`src/rtl/m216a_pkg.sv`:
```
// Shared widths for the MASH 1-1-1 fractional-N modulator.
package m216a_pkg;

    localparam int unsigned IW = 4;   // integer input / output width
    localparam int unsigned FW = 16;  // fractional word and accumulator width
    localparam int unsigned YW = 4;   // signed combiner width, holds -3..+4

    // Zero-extend a carry bit into the signed combiner width.
    function automatic logic signed [YW-1:0] carry_ext(input logic b);
        return {{(YW-1){1'b0}}, b};
    endfunction

endpackage

```
`src/rtl/m216a_acc_stage.sv`:
```
// One first-order accumulator stage: FW-bit register, combinational sum and carry-out.
module m216a_acc_stage
    import m216a_pkg::*;
#(
    parameter int unsigned W = FW
) (
    input  logic         clk,
    input  logic         rst_n,
    input  logic [W-1:0] in,
    output logic [W-1:0] sum,
    output logic         carry
);

    logic [W-1:0] acc_q;

    // Accumulator wraps modulo 2^W; the carry is the only overflow path.
    always_comb begin
        {carry, sum} = {1'b0, acc_q} + {1'b0, in};
    end

    always_ff @(posedge clk) begin
        if (!rst_n) begin
            acc_q <= '0;
        end else begin
            acc_q <= sum;
        end
    end

endmodule

```
`src/rtl/m216a_top_module.sv`:
```
// MASH 1-1-1 delta-sigma modulator producing a dithered integer divide value.
module m216a_top_module
    import m216a_pkg::*;
(
    input  logic          clk,
    input  logic          rst_n,
    input  logic [IW-1:0] in_i,
    input  logic [FW-1:0] in_f,
    output logic [IW-1:0] out
);

    logic [FW-1:0] s1, s2, s3;
    logic          c1, c2, c3;
    logic          c2_d_q, c3_d_q, c3_dd_q;
    logic signed [YW-1:0] y;
    logic [IW-1:0] out_d;

    m216a_acc_stage #(.W(FW)) u_acc1 (
        .clk   (clk),
        .rst_n (rst_n),
        .in    (in_f),
        .sum   (s1),
        .carry (c1)
    );

    m216a_acc_stage #(.W(FW)) u_acc2 (
        .clk   (clk),
        .rst_n (rst_n),
        .in    (s1),
        .sum   (s2),
        .carry (c2)
    );

    m216a_acc_stage #(.W(FW)) u_acc3 (
        .clk   (clk),
        .rst_n (rst_n),
        .in    (s2),
        .sum   (s3),
        .carry (c3)
    );

    // Noise-cancel: c1 + (1-z^-1)c2 + (1-z^-1)^2 c3.
    always_comb begin
        y = carry_ext(c1) + carry_ext(c2) - carry_ext(c2_d_q) + carry_ext(c3)
            - (carry_ext(c3_d_q) <<< 1) + carry_ext(c3_dd_q);
        out_d = in_i + IW'($unsigned(y));
    end

    always_ff @(posedge clk) begin
        if (!rst_n) begin
            c2_d_q  <= 1'b0;
            c3_d_q  <= 1'b0;
            c3_dd_q <= 1'b0;
            out     <= '0;
        end else begin
            c2_d_q  <= c2;
            c3_d_q  <= c3;
            c3_dd_q <= c3_d_q;
            out     <= out_d;
        end
    end

    logic unused_s3;
    assign unused_s3 = ^s3;

endmodule

```
`config.mk`:
```
export PLATFORM = sky130hd
export DESIGN_NAME = m216a_top_module
export DESIGN_NICKNAME = d
export VERILOG_FILES = /design/src/rtl/m216a_pkg.sv /design/src/rtl/m216a_acc_stage.sv /design/src/rtl/m216a_top_module.sv
export SDC_FILE = /design/constraint.sdc
export NUM_CORES = 1
export LEC_CHECK = 0
export ABC_AREA = 1
export BUFFER_PORTS_ARGS = -buffer_cell sky130_fd_sc_hd__buf_2
export CAP_MARGIN = 20
export CELL_PAD_IN_SITES_DETAIL_PLACEMENT = 1
export CELL_PAD_IN_SITES_GLOBAL_PLACEMENT = 1
export CORE_MARGIN = 5
export CORE_UTILIZATION = 47
export DETAILED_ROUTE_END_ITERATION = 10
export GPL_ROUTABILITY_DRIVEN = 0
export HOLD_SLACK_MARGIN = 0.03
export PLACE_DENSITY_LB_ADDON = 0.08
export SYNTH_ARGS = -nofsm -noshare
export SYNTH_HDL_FRONTEND = slang
export SYNTH_SLANG_ARGS = --single-unit
```
`constraint.sdc`:
```
create_clock -name clk -period 8.8 [get_ports clk]
set_clock_uncertainty 0.2 [all_clocks]
set_input_delay 1.32 -clock clk [delete_from_list [all_inputs] [get_ports clk]]
set_output_delay 1.32 -clock clk [all_outputs]
set_load 0.01 [all_outputs]
```
* Word level (Yosys, flattened, before mapping)
Index checks and enable logic that the tools add are counted.
** Word-level totals
- Register bits :: 55
- Input bits :: 22
- Output and inout bits :: 4
- Word-level logic and storage cells :: 16
** Cells by class
- Add/sub/neg operators :: 9
** Operators by type and width (number)
- 16-bit by 16-bit adder with 17-bit output :: 3
- 3-bit by 2-bit adder with 4-bit output :: 1
- 4-bit by 2-bit adder with 4-bit output :: 1
- 4-bit adder :: 1
- 4-bit by 3-bit subtractor with 4-bit output :: 1
- 2-bit by 1-bit subtractor with 3-bit output :: 1
- 1-bit by 1-bit adder with 2-bit output :: 1

* Logic depth before layout (Yosys ltp)
- Depth after elaboration :: 8
- Depth in mapped cells :: 34
- Mapped depth without buffers :: 34

* Hierarchy
A second synthesis with hierarchy kept.
** Second synthesis, totals
- Cells, all modules :: 746
- Area total of the unflattened synthesis :: 4675.7 um2
** By module, submodules not included
- m216a_acc_stage :: instances 3, cells each 228, area each 1397.6 um2, sequential area each 320.3 um2
- m216a_top_module :: instances 1, cells each 62, area each 483.0 um2, sequential area each 140.1 um2

* Worst setup path before layout
No wires, ideal clock.
- Kind :: input to register
- From :: input in_f[0]
- To :: register out[2]
- Setup time :: 128 ps
- Arrival time :: 5476 ps
- Required time :: 8472 ps
- Slack :: 2996 ps
- Cell stages on the path :: 28
- Buffers on the path :: 0
- Cells stage by stage :: ha_1 fa_1 nand2_2 nand2_1 nand3b_1 nand2_2 xor2_1 ha_1 nand2_1 inv_1 a21oi_1 nand2_2 nand2_1 nand3b_1 nand2_1 inv_1 ha_1 nand2_1 nor2_1 nand3_1 nand3_1 a21oi_1 fa_1 inv_1 ha_1 fa_1 xnor2_1 nor2_1
** On the way
- Elaborated cells on any way between the ends :: 9
- Those cells by class :: add/sub (9)
** RTL lines
- start, declared :: line m216a_top_module.sv:8 : input logic [FW-1:0] in_f,
- 16-bit by 16-bit adder with 17-bit output :: line m216a_acc_stage.sv:18 : {carry, sum} = {1'b0, acc_q} + {1'b0, in};
- via s1[6] :: line m216a_top_module.sv:12 : logic [FW-1:0] s1, s2, s3;
- 16-bit by 16-bit adder with 17-bit output :: line m216a_acc_stage.sv:18
- via s2[11] :: line m216a_top_module.sv:12
- 16-bit by 16-bit adder with 17-bit output :: line m216a_acc_stage.sv:18
- 3-bit by 2-bit adder with 4-bit output :: line m216a_top_module.sv:44 : y = carry_ext(c1) + carry_ext(c2) - carry_ext(c2_d_q) + carry_ext(c3)
- 4-bit by 3-bit subtractor with 4-bit output :: line m216a_top_module.sv:45 : - (carry_ext(c3_d_q) <<< 1) + carry_ext(c3_dd_q);
- 4-bit by 2-bit adder with 4-bit output :: line m216a_top_module.sv:45
- 4-bit adder :: line m216a_top_module.sv:46 : out_d = in_i + IW'($unsigned(y));
- end signal, assigned :: line m216a_top_module.sv:59 : out <= out_d;
- end, declared :: line m216a_top_module.sv:9 : output logic [IW-1:0] out
The timed path passes the listed nets, and every way through them passes these cells.
A chain may end at the register's enable or synchronous reset.

* Worst setup path in the final report
Same ends and word-level chain as after synthesis.

==> metrics.md <==
| Metric | Value |
|---|---|
| Storage cell area | 1100 um2 |
| Initial Util | 0.475 |
| Net Count, Synth | 817 |
| Yosys Warn Count | 0 |
| Syn Inst Count | 730 |
| CP Data Arrival Time | 6230 ps |
| Inserted Diodes | 0 |
| FP Rows | 36 |
| Slowest stage delay, CP | 510 ps |
| DR iter-0 viols | 92 |
| Clk buf depth | 2 |
| Worst-path clk slew | 100 ps |
| First-pass GRT wire length | 20500 um |
| Multi-input combinational cell area | 2870 um2 |
| Hold Fails Final Rpt | 0 |
| Total of max-cap violations | 0 |
| Cell taking the most area after synthesis | dfxtp_1 |
| Die area | 11800 um2 |
| Critical path class | in -> reg |
| DRC viols | 0 |
| CP Capture Type | register |
| Hold Path Class | reg -> reg |
| Rel. slew slack | 0.395 |
| H-tree lvl count | 2 |
| Post-DR wirelength/cell | 13.1 um |
| Top cells by area, synth | dfxtp_1, nand2_1, ha_1 |
| Worst Path Required | 8780 ps |
| Vias in the first global route | 4671 |
| Via count | 4344 |
| CTS Buf Count | 5 |
| GRT overflow | 0 |
| Flop and latch count out of synthesis | 55 |
| Io pins | 26 |
| Clock root buffer | clkbuf_8 |
| Global Route Usage Sum | 0.216 |
| Initial antenna violation count | 0 |
| Endpoints failing setup | 0 |
| Number of routed nets with antenna violations | 0 |
| TNS Setup | 0 ps |
| Min cycle time layout | 6250 ps |
| Max Clk Rate | 160 MHz |
| CTS tree | built |
| Core area | 9640 um2 |
| Area Overhead vs Synth | 7.76% |
| Mapped Area | 4580 um2 |
| Result of the run | finished, final reports clean |
| Worst path most repeated cell | nand2_1 |
| Largest net degree at the start of global routing | 30 |
| Layout cell share with drive strength beyond 1 | 0.0607 |
| RSZ-0062 raised after global routing | no |
| Hold Buf Count CTS | 0 |
| Number of synthesized flops with an enable pin | 0 |
| Most common cell in the synthesized netlist | nand2_1 |
| Chip width | 109 um |
| DRT Pass-1 Iters | 4 |
| Ys async rst share | 0 |
| Measured slew at the worst slew-check pin | 901 ps |
| Dominant synthesized flop cell | dfxtp_1 |
| Top-area cell type share of the netlist area | 0.241 |
| Clk Latency, worst-skew pair | 320 ps |
| Hold Slack | 255 ps |
| Post-CTS Resized | 0 |
| Avg Cell Area, Syn | 6.27 um2 |
| Crit-path max FO | 5 |
| Synth cell types | 29 |
| Vias per cell | 4.88 |
| Register area share after synthesis | 0.241 |
| Fin. max-slew vios | 0 |
| Final period utilization | 0.710 |
| Final nets | 844 |
| Worst setup SP type | input port |
| Routed WL | 11700 um |
| Sink Count | 55 |
| IO Port Bufs | 25 |
| Commonest cells post-synth | nand2_1, inv_1, nor2_1 |
| DP Wirelength | 9850 um |
| Filler instances | 1382 |
| Die height | 109 um |
| Cell at the slowest stage of the critical path | fa_1 |
| Postcts setup bufs | 0 |
kinds of logic (layout without fill, tap and decap cells):
| logic type | count (synthesis) | count (layout) | share of synthesized area |
|---|---|---|---|
| AOI/OAI and AO/OA | 48 | 48 | 0.0574 |
| and+or+nand+nor | 389 | 389 | 0.350 |
| xor gates and xnor gates | 16 | 16 | 0.0323 |
| buffers and inverters | 157 | 185 | 0.133 |
| DFF | 55 | 55 | 0.241 |
| adders and majority gates | 65 | 65 | 0.188 |
stage by stage:
step	worst slack (ps)	instance area [um2]	utilization	cells
floorplan	3000	4580	-	730
global placement	2490	4830	0.501	883
detailed placement	2210	4830	0.501	883
CTS	2540	4930	0.512	891
global route	2160	4930	0.512	891
finish	2550	4930	0.512	891
cells in the final DEF (no fill, tap or decap):
cell / instances
a21o_1: 1
xor2_1: 10
nor2_2: 2
nand4_1: 4
o21bai_1: 1
a21oi_4: 1
inv_1: 147
nor3_1: 9
or2_1: 1
nor2_1: 79
nand3_1: 24
buf_2: 25
clkinv_1: 2
clkbuf_8: 7
xnor2_1: 5
nand3b_1: 11
inv_2: 3
fa_1: 6
o21ai_0: 6
clkbuf_1: 1
nand2_1: 243
and2_1: 10
o31ai_1: 1
dfxtp_1: 55
nand2_2: 6
xor2_2: 1
a21oi_2: 1
a21oi_1: 37
ha_1: 59
cell type report:
| type | count | share of cell area |
|---|---|---|
| multi-input cells | 518 | 0.582 |
| flip-flops and latches | 55 | 0.223 |
| inverters | 152 | 0.116 |
| well taps | 133 | 0.0337 |
| repair buffers | 25 | 0.0254 |
| clock buffers | 8 | 0.0203 |
critical path, delay by kind of cell:
kind                       cells  cell delay (ps)
buffers and inverters          4              250
AOI/OAI and AO/OA              2              280
and+or+nand+nor               14             1590
xor gates and xnor gates       2              370
adders and majority gates      7             2420
metal layers:
layer  vias up  GRT usage  part of all wire
li1       2268          -                 -
met1      2026      0.254              0.45
met2        37      0.412              0.51
met3        13     0.0278             0.020
met4         0     0.0514             0.014
met5         -          0                 0
sequential cells by signal, summed over array words and instances, names as in the netlist:
| register | cells |
|---|---|
| u_acc2.acc_q | 16 |
| u_acc1.acc_q | 16 |
| u_acc3.acc_q | 16 |
| c3_d_q | 1 |
| c3_dd_q | 1 |
| c2_d_q | 1 |
| out | 4 |
path summary, 6_finish.rpt:
| kind | slack (ps) | end | startpoint | depth (start not counted) |
|---|---|---|---|---|
| worst min register to register | 260 | c3_dd_q | c3_d_q | 2 |
| worst min-delay path | 260 | c3_dd_q | c3_d_q | 2 |
| worst max-delay path | 2550 | out[2] | in_f[0] | 29 |
| worst max register to register | 3340 | out[2] | u_acc1.acc_q[0] | 28 |
Power is left out: the tool's default activity adds up to more than one toggle a clock period on the data nets, which glitch-free logic cannot reach.
